===== src/rtl/alu_res_pkg.sv =====
// Shared constants, word indices and FSM state type for the ALU result serializer.
package alu_res_pkg;

    localparam int WIDTH  = 32;
    localparam int NRES   = 9;
    localparam int NWORDS = 10;

    localparam logic [3:0] IDX_MUX1  = 4'd0;
    localparam logic [3:0] IDX_MUX2  = 4'd1;
    localparam logic [3:0] IDX_XOR   = 4'd2;
    localparam logic [3:0] IDX_AND   = 4'd3;
    localparam logic [3:0] IDX_OR    = 4'd4;
    localparam logic [3:0] IDX_ADD   = 4'd5;
    localparam logic [3:0] IDX_PERES = 4'd6;
    localparam logic [3:0] IDX_NAND  = 4'd7;
    localparam logic [3:0] IDX_NOR   = 4'd8;
    localparam logic [3:0] IDX_CSUM  = 4'd9;

    typedef enum logic {
        IDLE = 1'b0,
        SEND = 1'b1
    } state_t;

endpackage


===== src/rtl/alu_res_bank.sv =====
// Nine-word snapshot register file with XOR checksum and index-addressed read mux.
module alu_res_bank #(
    parameter int WIDTH = 32,
    parameter int NRES  = 9
) (
    input  logic                       clk,
    input  logic                       rst_n,
    input  logic                       cap_en,
    input  logic [NRES-1:0][WIDTH-1:0] words,
    input  logic [3:0]                 idx,
    output logic [WIDTH-1:0]           rd_data
);
    import alu_res_pkg::*;

    logic [NRES-1:0][WIDTH-1:0] bank;
    logic [WIDTH-1:0]           csum;
    logic [WIDTH-1:0]           csum_next;

    always_comb begin
        csum_next = '0;
        for (int i = 0; i < NRES; i++) begin
            csum_next = csum_next ^ words[i];
        end
    end

    always_ff @(posedge clk or negedge rst_n) begin
        if (!rst_n) begin
            bank <= '0;
            csum <= '0;
        end else if (cap_en) begin
            bank <= words;
            csum <= csum_next;
        end
    end

    always_comb begin
        rd_data = '0;
        if (idx == IDX_CSUM) begin
            rd_data = csum;
        end else if (int'(idx) < NRES) begin
            rd_data = bank[idx];
        end
    end

endmodule


===== src/rtl/alu_result_serializer.sv =====
// Snapshots the nine ALU result buses on a capture strobe and streams them,
// followed by their XOR checksum, over a 32-bit valid/ready port.
module alu_result_serializer #(
    parameter int WIDTH = 32,
    parameter int NRES  = 9
) (
    input  logic             clk,
    input  logic             rst_n,
    input  logic             cap_valid,
    output logic             cap_ready,
    input  logic [WIDTH-1:0] mux_result1,
    input  logic [WIDTH-1:0] mux_result2,
    input  logic [WIDTH-1:0] xor_result,
    input  logic [WIDTH-1:0] and_result,
    input  logic [WIDTH-1:0] or_result,
    input  logic [WIDTH-1:0] add_result,
    input  logic [WIDTH-1:0] mux_peres_result,
    input  logic [WIDTH-1:0] nand_result,
    input  logic [WIDTH-1:0] nor_result,
    output logic             out_valid,
    input  logic             out_ready,
    output logic [WIDTH-1:0] out_data,
    output logic [3:0]       out_idx,
    output logic             out_last,
    output logic             overflow,
    input  logic             clr_ovf
);
    import alu_res_pkg::*;

    state_t                     state;
    state_t                     state_next;
    logic [3:0]                 idx;
    logic [3:0]                 idx_next;
    logic                       cap_fire;
    logic [WIDTH-1:0]           rd_data;
    logic [NRES-1:0][WIDTH-1:0] words;

    // Word 0 sits in the lowest slot so bank[idx] follows the output word order.
    assign words = {nor_result, nand_result, mux_peres_result, add_result,
                    or_result, and_result, xor_result, mux_result2, mux_result1};

    alu_res_bank #(
        .WIDTH (WIDTH),
        .NRES  (NRES)
    ) u_bank (
        .clk     (clk),
        .rst_n   (rst_n),
        .cap_en  (cap_fire),
        .words   (words),
        .idx     (idx),
        .rd_data (rd_data)
    );

    always_ff @(posedge clk or negedge rst_n) begin
        if (!rst_n) begin
            state <= IDLE;
            idx   <= '0;
        end else begin
            state <= state_next;
            idx   <= idx_next;
        end
    end

    always_comb begin
        state_next = state;
        idx_next   = idx;
        cap_ready  = 1'b0;
        out_valid  = 1'b0;
        cap_fire   = 1'b0;
        case (state)
            IDLE: begin
                cap_ready = 1'b1;
                if (cap_valid) begin
                    cap_fire   = 1'b1;
                    idx_next   = IDX_MUX1;
                    state_next = SEND;
                end
            end
            SEND: begin
                out_valid = 1'b1;
                if (out_ready) begin
                    if (idx == IDX_CSUM) begin
                        idx_next   = '0;
                        state_next = IDLE;
                    end else begin
                        idx_next = idx + 4'd1;
                    end
                end
            end
            default: state_next = IDLE;
        endcase
    end

    // Data is forced to zero outside a frame so idle and reset look identical.
    assign out_data = out_valid ? rd_data : '0;
    assign out_idx  = idx;
    assign out_last = out_valid && (idx == IDX_CSUM);

    // A busy capture sets the flag; set beats a simultaneous clear.
    always_ff @(posedge clk or negedge rst_n) begin
        if (!rst_n) begin
            overflow <= 1'b0;
        end else if (cap_valid && (state == SEND)) begin
            overflow <= 1'b1;
        end else if (clr_ovf) begin
            overflow <= 1'b0;
        end
    end

endmodule


===== config.mk =====
export PLATFORM = sky130hd
export DESIGN_NAME = alu_result_serializer
export DESIGN_NICKNAME = d
export VERILOG_FILES = /design/src/rtl/alu_res_pkg.sv /design/src/rtl/alu_res_bank.sv /design/src/rtl/alu_result_serializer.sv
export SDC_FILE = /design/constraint.sdc
export NUM_CORES = 1
export LEC_CHECK = 0
export BUFFER_PORTS_ARGS = -buffer_cell sky130_fd_sc_hd__buf_2
export CORE_MARGIN = 3
export CORE_UTILIZATION = 51
export CTS_CLUSTER_SIZE = 28
export DETAILED_ROUTE_END_ITERATION = 8
export MAX_ROUTING_LAYER = met4
export PLACE_DENSITY = 0.78
export SLEW_MARGIN = 20
export SYNTH_ARGS = -nofsm -noshare
export SYNTH_HDL_FRONTEND = slang
export SYNTH_SLANG_ARGS = --single-unit

===== constraint.sdc =====
create_clock -name clk -period 1.85 [get_ports clk]
set_input_delay 0.4625 -clock clk [delete_from_list [all_inputs] [get_ports clk]]
set_output_delay 0.4625 -clock clk [all_outputs]
set_load 0.05 [all_outputs]

## After elaboration in Yosys (flattened, before gate mapping)

Cells that the tools add are included.

| word-level totals | value |
|---|---|
| register bits | 326 |
| bits in latches | 0 |
| RAM bits | 0 |
| bits in read-only memories | 0 |
| input bits | 293 |
| output and inout port bits | 40 |
| logic and storage cells | 50 |
| memories kept | 0 |

| operators by class | value |
|---|---|
| add/subtract/negate cells | 1 |
| multipliers | 0 |
| div/mod/pow operators | 0 |
| magnitude comparators | 2 |
| equal/unequal tests | 3 |
| shift-type cells | 0 |
| muxes and demuxes | 18 |
| bitwise operators | 9 |
| reduce and logical (&&, ||, !) cells | 4 |

Operator list:

| kind | count |
|---|---|
| $xor A32 B32 Y32 | 8 |
| $bmux W32 S4 | 1 |
| $mux W32 | 4 |
| $mux W4 | 3 |
| $mux W1 | 8 |
| $pmux W4 S2 | 1 |
| $lt A4 B5 Y1 const B | 1 |
| $add A4 B1 Y4 const B | 1 |
| $eq A4 B4 Y1 const B | 1 |
| $lt A4 B4 Y1 const B | 1 |
| $ne A2 B2 Y1 const B | 2 |
| $logic_and A1 B1 Y1 | 2 |
| $pmux W1 S2 | 1 |
| $reduce_and A2 Y1 | 1 |
| $reduce_bool A2 Y1 | 1 |
| $not A1 Y1 | 1 |

## Logic depth before layout (Yosys ltp)

Gate-level depths: netlist of the first run.

| logic depth | value |
|---|---|
| depth after elaboration | 8 |
| gate-level depth with buffers | 7 |
| mapped depth without buffers | 4 |

## Cells and area by module

Synthesis of the first run repeated with hierarchy kept, for this count alone.

| unflattened totals | value |
|---|---|
| cell total of the unflattened synthesis | 1299 |
| area total of the unflattened synthesis | 17465.5 um^2 |

By module, submodules not included:

| module | instances | cells each | area each (um^2) | sequential area each (um^2) |
|---|---|---|---|---|
| alu_res_bank | 1 | 1228 | 16918.7 | 8007.7 |
| alu_result_serializer | 1 | 71 | 546.8 | 150.1 |

## Least setup slack after synthesis of the first run

Ideal clock, no wire load.

| timing path | value |
|---|---|
| path type | register -> output |
| start | register state |
| end | output out_data[30] |
| arrival time | 2370 ps |
| data required time | 1387 ps |
| path slack | -983 ps |
| cell stages (with the launch flop) | 5 |
| path buffers | 1 |
| cells stage by stage | dfrtp_1 -> inv_2 -> or4_4 -> buf_6 -> o22ai_1 |

| on the way | value |
|---|---|
| cells in the longest elaborated chain, start to end | 2 |

Ends and longest elaborated chain:

| what | line | RTL |
|---|---|---|
| from (decl) | alu_result_serializer.sv:30 | `state_t state;` |
| from (signal assigned) | alu_result_serializer.sv:59 | `state <= state_next;` |
| $mux W1 | alu_result_serializer.sv:70 | `case (state)` |
| $mux W32 | alu_result_serializer.sv:95 | `assign out_data = out_valid ? rd_data : '0;` |
| to (decl) | alu_result_serializer.sv:22 | `output logic [WIDTH-1:0] out_data,` |

No other way between the ends.

## Worst setup path in the final report of the first run

| timing path | value |
|---|---|
| start | register idx[1] (netlist: out_idx[1]) |
| end | output out_data[11] |

| on the way | value |
|---|---|
| cells in the longest elaborated chain, start to end | 5 |

Ends and longest elaborated chain:

| what | line | RTL |
|---|---|---|
| from (decl) | alu_result_serializer.sv:32 | `logic [3:0] idx;` |
| from (signal assigned) | alu_result_serializer.sv:60 | `idx <= idx_next;` |
| $bmux W32 S4 | alu_res_bank.sv:41 | `rd_data = bank[idx];` |
| $mux W32 (implied by the code) | alu_res_bank.sv:41 |  |
| $mux W32 | alu_res_bank.sv:40 | `end else if (int'(idx) < NRES) begin` |
| $mux W32 * | alu_res_bank.sv:38 | `if (idx == IDX_CSUM) begin` |
| $mux W32 * | alu_result_serializer.sv:95 |  |

Every way passes the cells marked *; elsewhere a longest branch is shown, timed or not. The select of a mux whose other input is x is not followed.

==> results of run 1 <==
-- stage by stage --
step,instances,power [mW]
after global routing,2738,41.5
after CTS,2727,39.0
after floorplan,1914,25.3
final,2741,39.2
after detailed placement,2660,30.2
after global placement,2660,29.6
-- registers in the layout, summed over array words and instances, names as in the netlist --
signal / flops
u_bank.csum: 32
overflow: 1
u_bank.bank: 288
state: 1
out_idx: 4
-- worst min path at each step --
stage | start | endpoint | slack [ns] | depth (start not counted)
final | clr_ovf | overflow | 0.16 | 2
after floorplan | rst_n | out_idx[0] | 0.17 | 0
after global routing | mux_peres_result[26] | u_bank.bank[218] | 0.17 | 3
after global placement | rst_n | u_bank.bank[53] | 0.42 | 1
after CTS | clr_ovf | overflow | 0.15 | 2
after detailed placement | rst_n | u_bank.bank[86] | 0.42 | 1
-- critical path, delay by kind of cell, from the launching register on --
family | cells | cell delay [ns]
AO/OA/AOI/OAI | 2 | 0.37
buffers and inverters | 3 | 0.51
flip-flops | 1 | 0.52
multiplexers | 1 | 0.15
AND/OR/NAND/NOR | 1 | 0.13
-- layer usage --
layer	global-route usage, %	wire [um]	up-vias	part of all wire [%]
met3	3.67	3310	103	6.8
met4	7.00	1190	0	2.4
met5	-	0	-	0
met1	35.2	20500	6960	42
li1	-	-	6868	-
met2	44.3	23900	516	49
-- power by group --
| part | switching, mW | leakage (nW) | internal (mW) |
|---|---|---|---|
| Sequential | 1.86 | 4.09 | 10.3 |
| Combinational | 11.3 | 6.83 | 8.64 |
| Clock | 2.76 | 0.574 | 4.34 |
| Total | 15.9 | 11.5 | 23.3 |
-- kinds of logic (layout without fill, tap and decap cells) --
logic type / count (synthesis) / after routing / synth area share, %
other cells: 0 / 9 / 0
simple gates: 944 / 944 / 20.4
xor+xnor: 224 / 224 / 13.7
flops: 326 / 326 / 46.5
mux: 160 / 160 / 9.13
compound gates: 142 / 142 / 6.34
buf+inv: 118 / 488 / 3.93
-- synthesized netlist by cell type (3+ instances only) --
cell type,count
nor2b_1,3
buf_2,47
o22ai_2,30
mux2i_1,160
o21ai_0,39
nand2_1,934
buf_4,22
buf_6,11
xor2_1,64
clkbuf_1,27
clkbuf_4,6
dfrtp_1,326
a22oi_1,65
xnor3_1,32
xnor2_1,128
inv_1,3
-- timing repair --
action / CTS / global route
setup buffers: 6 / 3
hold buffers: 1 / 0
cloned: 1 / 4
gates resized for setup: 87 / 13
endpoints found under the setup margin: 36 / 37
pin swaps: 15 / 32
endpoints found under the hold margin: 36 / 0
-- placed cells by master, fill, tap and decap left out, drive strengths merged, types with 2 or more instances in the layout --
cell type | netlist | layout
mux2i | 160 | 160
and3 | 2 | 2
bufinv | 0 | 3
nor2 | 2 | 2
nand2 | 934 | 934
inv | 4 | 4
o22ai | 32 | 32
clkbuf | 33 | 56
buf | 81 | 420
nor2b | 3 | 3
a21oi | 2 | 2
o21ai | 39 | 39
diode | 0 | 9
dfrtp | 326 | 326
xnor3 | 32 | 32
a22oi | 65 | 65
clkinv | 0 | 4
xor2 | 64 | 64
xnor2 | 128 | 128
-- cell type report --
class	count	area, um2	area share (%)
Clock buffer	52	1050	4.75
Timing Repair Buffer	425	3210	14.5
Tap cell	448	561	2.53
Antenna cell	9	22.5	0.102
Clock inverter	7	110	0.497
Inverter	4	17.5	0.0791
Sequential cell	326	8170	36.9
Multi-Input combinational cell	1470	9010	40.7
==> results.txt, run 1 <==
The critical path is of the flop to output pin type. The synthesized design spends more area on one cell type than any other, namely dfrtp_1. The clock transition time at the flip-flop clock pins of the worst setup and hold paths is 0.06 ns. Across all hold checks on the routed design, the worst slack comes to about 0.16 ns. The number of cell instances on the worst register-to-register path came out at 6. The filler cell count came out at around 2700. The required time at the endpoint of the critical path is ~1.4 ns. Summing all placed instances gives a cell area of about 20000 um2. The slowest stage of the critical path belongs to the cell dfrtp_4. The flow ran to the end, but the final reports show violations. The final clock skew came out at roughly 0.010 ns. Global routing finished with a remaining overflow of 0.

The count of flip-flops with a built-in enable after synthesis is 0. The insertion delay of the later-clocked pin in the worst-skew pair came out at 0.50 ns. The count of buffers inserted at the top-level ports is 332. The H-tree depth reported by CTS came out at 2. In the synthesized netlist the dominant register cell turns out to be dfrtp_1.

The mean routed wirelength per cell came out at roughly 18 um. The fraction of registers with async set or reset after synthesis came out at between 90% and 100%. The floorplan die area came out at 36600 um2. The number of global-route vias before repair is approximately 15000.

STA classifies the critical path startpoint as a flop. The post-route cell area is about 22000 um2. The post-detailed-route count of antenna-violating nets came out at 0. The power density over cell area came out at 1770 nW/um2. The synthesized netlist occupies a cell area of between 15000 and 20000 um2. The number of clock buffers added by TritonCTS is 36. The number of synthesized register bits is about 330. OpenSTA, run right after detailed placement, puts the worst setup slack at -0.374 ns.

The post-synthesis average cell area came out at roughly 9.2 um2. The worst reg2reg path startpoint is state. The time the worst path needs with I/O delays and setup is roughly 2.7 ns.

Global routing consumed, over all layers together, 26.8% of the routing resources. The maximum net fanout on the critical path came out at 19. The endpoint identified for the worst register-to-register timing path is u_bank.bank[131]. The utilization after layout is between 60 and 70%.

The DRC violations left is 0. In the post-route analysis, the smallest setup slack over all paths is -0.807 ns. The clock passes through at most 3 buffers.

The type of the worst min-delay path is primary input to flop. The overall die width came out at about 190 um. The final routed wirelength across all metal layers is between 40000 and 50000 um.

The top cell type by area accounts for between 40 and 50% of the synthesized area. The checks that failed: setup timing. The post-route clock period utilization came out at 144%. The worst-case vdd ir drop is roughly 1600 uV. The area overhead of the layout relative to synthesis is 26.3%. The endpoint arrival time on the critical path is about 2.2 ns. The number of endpoints failing setup at the final stage came out at 35. The initial standard-cell utilization of the core came out at a little over half. The region available for standard cell placement spans between 30000 and 40000 um2. The detailed-route via count came out at between 10000 and 15000. The first routing iteration left slightly below 900 violations. The share of the Yosys chip area taken by registers is about 47%. The number of maximum-capacitance violations is 0.

The number of hold violations in the final report was 0. The summed negative setup slack over all endpoints is -24.95 ns. The setup slack of the most critical reg-to-reg path came out at 0.25 ns. STA classifies the critical path endpoint as an output pin. The die is 191 um tall. The number of iterations in the first detailed-routing pass is 5.

Static timing analysis puts the maximum clock frequency at ~380 MHz. The routability congestion estimate from global placement is 0.848. Entering global routing, the biggest net connects 61 pins. The net count after synthesis came out at about 2200. The peak per-stage delay on the critical path came out at approximately 0.52 ns. The initial antenna violation count is 6.

Sorting the synthesized cells by area gives the leading types as dfrtp_1, nand2_1, mux2i_1, xnor2_1, xnor3_1. ~330 I/O pins were placed. The worst-margin pin slew is 0.476 ns. The via-per-instance ratio came out at about 5.3. Setup repair after global routing could not meet its margin everywhere. Among the stages of the critical path, the cell type that occurs most often is buf_12. The standby leakage power came out at between 10 and 15 nW. The net count reported at finish came out at 2556.

The synthesis warning total came out at 0. The first-pass GRT wire length came out at ~76000 um. The wire-length estimate of the detail-placed layout is roughly 35000 um. The startpoint of the most critical setup path is out_idx[1]. The CTS tree is done. The worst slew margin relative to its limit is between 60% and 70%. The number of different library cells used by synthesis comes to 29. Synthesis produced a netlist whose cell count is approximately 1900. The end of the critical path is out_data[11]. Walking the worst path, the cells encountered are buf_12 > buf_12 > mux2i_1 > a22oi_1 > nand2_1 > o22ai_4 > buf_6. The count of final max-slew check failures is 0. The number of rows created at floorplan is 67. The number of sinks handled by clock tree synthesis is approximately 330. The share of layout cells above drive strength 1 is 23.2%. The clock root buffer master is clkbuf_16.
Power figures use the tool's default switching activity.
==> run 2: changes to the inputs <==
--- a/config.mk
+++ b/config.mk
@@ -11,7 +11,7 @@
 export CTS_CLUSTER_SIZE = 28
 export DETAILED_ROUTE_END_ITERATION = 8
 export MAX_ROUTING_LAYER = met4
-export PLACE_DENSITY = 0.78
+export PLACE_DENSITY = 0.77
 export SLEW_MARGIN = 20
 export SYNTH_ARGS = -nofsm -noshare
 export SYNTH_HDL_FRONTEND = slang
==> results.txt, run 2 (synthesized netlist as in run 1, its figures left out) <==
The worst register-to-register path begins at state. The power density over cell area is 1760 nW/um2 (-0.53%). The internal power is 23.0 mW (-1.4%). The required time at the endpoint of the critical path came out at 1.39 ns (about the same). The setup slack of the most critical reg-to-reg path is 0.18 ns (-0.07 ns). The count of buffers inserted at the top-level ports came out at 332 (unchanged). STA classifies the critical path startpoint as a flop.

The endpoint arrival time on the critical path is 2.22 ns (+0.03 ns). Setup repair after global routing could not meet its margin everywhere. The worst-case vdd ir drop is 1420 uV (-9.7%). Broken down by cell family, the worst path's largest delay share belongs to flip-flops. The worst setup path is of the flop to output pin kind. The number of rows created at floorplan came to 67 (unchanged). The via-per-instance ratio came out at 5.30 (+0.64%). STA classifies the critical path endpoint as an output pin.

The path class of the tightest hold or removal check is primary input to flop. The floorplan die area came out at 36600 um2 (unchanged). The share of layout cells above drive strength 1 came out at 22.6% (-0.60 points). The insertion delay of the later-clocked pin in the worst-skew pair came to 0.50 ns (about the same).

The worst-margin pin slew was 0.396 ns (-0.0799 ns). The detailed placer's ending HPWL is 33800 um (-2.9%). The library cells used most frequently in the layout, excluding fill and tap cells, are nand2_1, dfrtp_1, buf_2, mux2i_1, xnor2_1. The buffering stage count on the worst path with inverters included came out at 3 (unchanged). The checks that failed: setup timing. The worst slew margin relative to its limit is 73.6% (+5.3 points). The H-tree depth reported by CTS is 2 (unchanged). Leaving out fill and tap cells, the most frequent cell in the layout is nand2_1. The count of final max-slew check failures came out at 0 (unchanged). The count of non-filler cells in the finished layout is 2734 (-0.26%). The relative contribution of sequential cells to total power was 31.2% (about the same). The total global-route track usage came out at 26.9% (+0.049 points).

The CTS tree is done. The number of iterations in the first detailed-routing pass came out at 5 (unchanged). The largest net degree at the start of global routing is 72 (+18%). The overflow left after global routing was 0 (unchanged). The signal on the critical path passes through buf_12 > buf_12 > mux2i_1 > a22oi_1 > nand2_1 > o22ai_4 > buf_6. The vertical die dimension came out at 191 um (unchanged). The DRC violations left came out at 0 (unchanged). The number of hold violations in the final report came to 0 (unchanged). The final worst-path setup slack is -0.832 ns (-0.0243 ns). The clock root buffer master is clkbuf_16.

Ranked by flip-flop count, first place goes to u_bank.bank. The share of power burned in combinational logic came out at 51.3% (+0.5 points). The number of flip-flops in the largest register came out at 288 (unchanged).

The net count reported at finish came out at 2550 (-0.23%). The number of top-level pins was 333 (unchanged). The switching portion of total power came out at 40.9% (+0.30 points).

The detailed-route via count was 14502 (+0.38%). In this run the worst setup path begins at out_idx[1]. The share of total power in the clock network came out at 17.5% (-0.6 points). The upper clock frequency limit came out at 373 MHz (-0.91%). The routability congestion estimate from global placement came to 0.876 (+3.3%). The end of the critical path is out_data[26]. The initial standard-cell utilization of the core came out at 52.0% (unchanged). The number of CTS-inserted buffers came out at 36 (unchanged). The number of maximum-capacitance violations is 0 (unchanged). The number of endpoints failing setup at the final stage came out at 35 (unchanged). On the critical path, the stage with the largest delay is an instance of dfrtp_4. The cell that appears most often on the critical path is buf_12.

The starting DRC count in detailed routing is 1167 (+32%). The worst slack at placement came out at -0.472 ns (-0.0975 ns). The number of cell instances on the worst register-to-register path is 6 (unchanged). The cell total after placement came out at 2657 (-0.11%).

The final routed wirelength across all metal layers came to 48100 um (-1.6%). The standby leakage power came out at 11.5 nW (-0.31%). The area overhead of the layout relative to synthesis is 25.9%.

The peak per-stage delay on the critical path came out at 0.53 ns (about the same). In this run the critical register-to-register path is captured at u_bank.bank[108]. The overall die width came out at 191 um (unchanged). The mean routed wirelength per cell is 17.6 um (-1.3%).

The final clock skew is 0.0160 ns (+0.00578 ns). The count of cell instances traversed by the critical path came out at 7 (unchanged). The net switching power came out at 15.9 mW (-0.14%). The number of sinks handled by clock tree synthesis came out at 326 (unchanged). The post-detailed-route count of antenna-violating nets is 0 (unchanged). The maximum net fanout on the critical path came out at 17 (-2). The number of global-route vias before repair is 15220 (+2.9%). The final total power was 38.9 mW (-0.88%). The post-route clock period utilization came out at 145% (+1.3 points). The area of the core is 33700 um2 (unchanged). The number of buffers on the longest clock path came out at 3 (unchanged). The time the worst path needs with I/O delays and setup came out at 2.68 ns (+0.0243 ns). The final hold slack came to 0.153 ns (-0.00623 ns). The initial antenna violation count came out at 5 (-1).

The first-pass GRT wire length came to 76000 um (+0.11%). The clock transition time at the flip-flop clock pins of the worst setup and hold paths came out at 0.05 ns (about the same). The flow ran to the end, but the final reports show violations.
==> run 2: cell count changes in the layout (fill, tap and decap cells not counted), sizes merged <==
cell    before  now
diode        9    8
buf        420  416
clkbuf      56   57
clkinv       4    3
bufinv       3    1
==> run 2: how the worst min path moves through the flow <==
| stage | slack, ns | start | depth (start not counted) | endpoint |
|---|---|---|---|---|
| floorplan | 0.17 | rst_n | 0 | out_idx[0] |
| global placement | 0.37 | rst_n | 1 | u_bank.bank[54] |
| detailed placement | 0.37 | rst_n | 1 | u_bank.bank[182] |
| CTS | 0.13 | clr_ovf | 2 | overflow |
| global route | 0.16 | nor_result[3] | 3 | u_bank.bank[259] |
| finish | 0.15 | clr_ovf | 2 | overflow |
==> run 2: area by class of cell <==
type	instances	area, um2
Inverter	4	17.5
Clock buffer	55	1060
Timing Repair Buffer	419	3210
Antenna cell	8	20.0
Clock inverter	4	45.0
Fill cell	2663	11600
Tap cell	448	561
Sequential cell	326	8170
Multi-Input combinational cell	1470	8990
==> run 2: power groups by stage <==
| stage | combinational [mW] | sequential (mW) | clock (mW) |
|---|---|---|---|
| 2_1_floorplan | 13.5 | 11.8 | 0 |
| 3_3_place_gp | 17.6 | 12.0 | 0 |
| 3_5_place_dp | 18.0 | 12.2 | 0 |
| 4_1_cts | 19.9 | 12.1 | 6.94 |
| 5_1_grt | 21.5 | 12.5 | 7.27 |
| 6_report | 19.9 | 12.1 | 6.81 |
==> run 2: timing repair <==
| item | CTS | global route |
|---|---|---|
| hold buffers | 1 | 0 |
| setup endpoints to repair | 36 | 36 |
| gates resized for setup | 86 | 3 |
| cloned | 5 | 1 |
| endpoints found under the hold margin | 29 | 0 |
| pin swaps | 23 | 37 |
| buffers inserted | 2 | 1 |
==> run 2: routing by layer <==
layer	up-vias	global-route usage [%]	wire [um]
met4	0	8.33	1360
met2	539	44.4	23400
li1	6836	-	-
met3	105	4.25	3400
met5	-	-	0
met1	7022	34.3	20000
==> run 2: per-stage QoR <==
stage,cell area (um2),setup TNS [ns],util [%]
3_3_place_gp,20500,-11.21,60.7
3_5_place_dp,20500,-12.05,60.7
2_1_floorplan,17800,-13.55,-
4_1_cts,22000,-25.76,65.3
5_1_grt,22100,-27.79,65.5
6_report,22100,-24.95,65.5
==> run 3: changes to the inputs <==
--- a/config.mk
+++ b/config.mk
@@ -11,7 +11,7 @@
 export CTS_CLUSTER_SIZE = 28
 export DETAILED_ROUTE_END_ITERATION = 8
 export MAX_ROUTING_LAYER = met4
-export PLACE_DENSITY = 0.77
+export PLACE_DENSITY_LB_ADDON = 0.05
 export SLEW_MARGIN = 20
 export SYNTH_ARGS = -nofsm -noshare
 export SYNTH_HDL_FRONTEND = slang
==> results.txt, run 3 (synthesized netlist as in run 1, its figures left out) <==
The run finished, with violations left. The final reports fail on setup timing. The min-delay analysis places its worst path in the category primary input to flop. The overflow left after global routing came out at 0 (unchanged). The vertical die dimension came out at 191 um (unchanged). The largest net degree at the start of global routing came out at 123 (+71%). The count of final max-slew check failures came out at 0 (unchanged). The starting DRC count in detailed routing came out at 807 (-31%). The net count reported at finish came out at 2555 (+0.20%). Compared with the post-synthesis result, the final layout area differs by 27.3%. The register with the most flip-flops is u_bank.bank. The number of top-level pins was 333 (unchanged). The most numerous cell type found on the critical path is buf_12.

The required time at the endpoint of the critical path is 1.39 ns (about the same). The total global-route track usage is 27.1% (+0.22 points). The share of layout cells above drive strength 1 came out at 23.1% (+0.54 points). The detailed-route via count was 14197 (-2.1%). The type of the worst setup path is flop to output pin. The DRC violations left is 0 (unchanged).

TritonCTS built the clock tree. The number of maximum-capacitance violations is 0 (unchanged). The mean routed wirelength per cell is 17.9 um (+1.4%). The worst slew margin relative to its limit came out at 64.6% (-8.9 points). The endpoint arrival time on the critical path is 2.26 ns (+0.04 ns).

The number of flip-flops in the largest register is 288 (unchanged). The tree is rooted in a clkbuf_16. The worst-case vdd ir drop came out at 1250 uV (-12%). The number of sinks handled by clock tree synthesis is 326 (unchanged). The initial antenna violation count came to 10 (+5). The cell total after placement came to 2651 (-0.23%). The initial standard-cell utilization of the core is 52.0% (unchanged). The via-per-instance ratio is 5.17 (-2.6%). The number of buffers on the longest clock path is 3 (unchanged). The final total power is 40.1 mW (+3.2%). The upper clock frequency limit is 367 MHz (-1.6%).

The detailed placer's ending HPWL came out at 32600 um (-3.6%). The final routed wirelength across all metal layers was 49100 um (+1.9%). The post-detailed-route count of antenna-violating nets came to 0 (unchanged).

Leaving out fill and tap cells, the most frequent cell in the layout is nand2_1. The clock transition time at the flip-flop clock pins of the worst setup and hold paths is 0.06 ns (about the same). The count of buffers inserted at the top-level ports came to 332 (unchanged). The worst setup path is launched from a flop. The final worst-path setup slack is -0.877 ns (-0.0450 ns). The maximum net fanout on the critical path came to 11 (-6). The number of CTS-inserted buffers came out at 37 (+2.8%). The routability congestion estimate from global placement came out at 0.826 (-5.7%). The overall die width came out at 191 um (unchanged). The utilization after layout came out at 66.2% (+0.74 points). The first-pass GRT wire length came out at 75900 um (about the same). The area of combinational cells with multiple inputs came out at 8990 um2 (unchanged). The H-tree depth reported by CTS is 2 (unchanged). The number of endpoints failing setup at the final stage was 34 (-2.9%).

The final clock skew is 0.0169 ns (+0.000904 ns). The power density over cell area came to 1800 nW/um2 (+2.0%). The worst setup path is captured at an output pin. The top cell types in the final layout, fill and taps aside, are nand2_1, dfrtp_1, buf_2, mux2i_1, xnor2_1.

For this design, the slowest cell found on the critical path is dfrtp_4. The area of the core came out at 33700 um2 (unchanged). The count of non-filler cells in the finished layout is 2748 (+0.51%).

The time the worst path needs with I/O delays and setup is 2.73 ns (+0.0450 ns). The number of global-route vias before repair is 14338 (-5.8%). The number of rows created at floorplan is 67 (unchanged). The number of iterations in the first detailed-routing pass came out at 5 (unchanged). The worst-margin pin slew came out at 0.530 ns (+0.134 ns). The combined flip-flop and latch cell area came out at 8170 um2 (unchanged).

The summed negative setup slack over all endpoints came to -27.69 ns (-2.74 ns). The number of hold violations in the final report is 0 (unchanged). The critical path goes through buf_12 > or4_4 > buf_12 > o22ai_4 > buf_6. The post-route clock period utilization came out at 147% (+2.4 points). The standby leakage power came out at 11.6 nW (+1.2%). The insertion delay of the later-clocked pin in the worst-skew pair came out at 0.52 ns (+0.02 ns). Setup repair after global routing could not meet its margin everywhere. The floorplan die area is 36600 um2 (unchanged). The peak per-stage delay on the critical path came to 0.52 ns (about the same). The filler cell count came to 2870 (+7.8%).
run 3: path summary, 6_finish.rpt:
check / startpoint / cells after the start / endpoint / slack [ns]
worst max-delay path: out_idx[1] / 5 / out_data[29] / -0.88
worst min-delay path: clr_ovf / 2 / overflow / 0.13
worst max register to register: state / 6 / u_bank.bank[190] / 0.22
worst min register to register: u_bank.bank[275] / 2 / u_bank.bank[275] / 0.47
max in group asynchronous: rst_n / 3 / u_bank.bank[283] / 0.69
min in group asynchronous: rst_n / 2 / u_bank.csum[6] / 0.41
run 3: where the power goes:
part	switching (mW)	total (mW)	leakage, nW	internal (mW)
Combinational	11.4	20.4	6.87	9.03
Sequential	1.77	12.1	4.09	10.3
Clock	2.92	7.59	0.632	4.67
Total	16.1	40.1	11.6	24.0
run 3: stage by stage:
stage	area, um2	hold slack [ns]	setup WS (ns)
after floorplan	17800	0.167	-0.441
after global placement	20300	0.349	-0.425
after detailed placement	20300	0.347	-0.465
after CTS	22200	0.127	-0.862
after global routing	22300	0.118	-0.957
final	22300	0.133	-0.877
run 3: final cells by class:
class                           instances  area share, %
Multi-Input combinational cell       1470           40.3
Antenna cell                           10          0.112
Tap cell                              448           2.51
Inverter                                4         0.0785
Timing Repair Buffer                  423           14.7
Clock buffer                           57           5.12
Sequential cell                       326           36.6
Clock inverter                         10          0.577
run 3: critical path, delay by kind of cell, from the launching register on:
family | cells | cell delay, ns
buffers and inverters | 3 | 0.56
and+or+nand+nor | 1 | 0.49
AOI/OAI and AO/OA | 1 | 0.15
DFF | 1 | 0.52
run 3: timing repair:
action,in CTS,in global routing
pin swaps,9,31
hold buffers,1,0
endpoints found under the setup margin,36,37
gates resized for setup,88,9
cloned,7,5
buffers inserted,6,3
hold endpoints to repair,17,0
run 3: per-layer routing:
metal  vias to the layer above  share of wire (%)  global-route usage, %
li1                       6865                  -                      -
met1                      6831                 43                   35.6
met2                       417                 49                   44.4
met3                        84                5.9                   3.98
met4                         0                2.6                   7.08
met5                         -                  0                      -
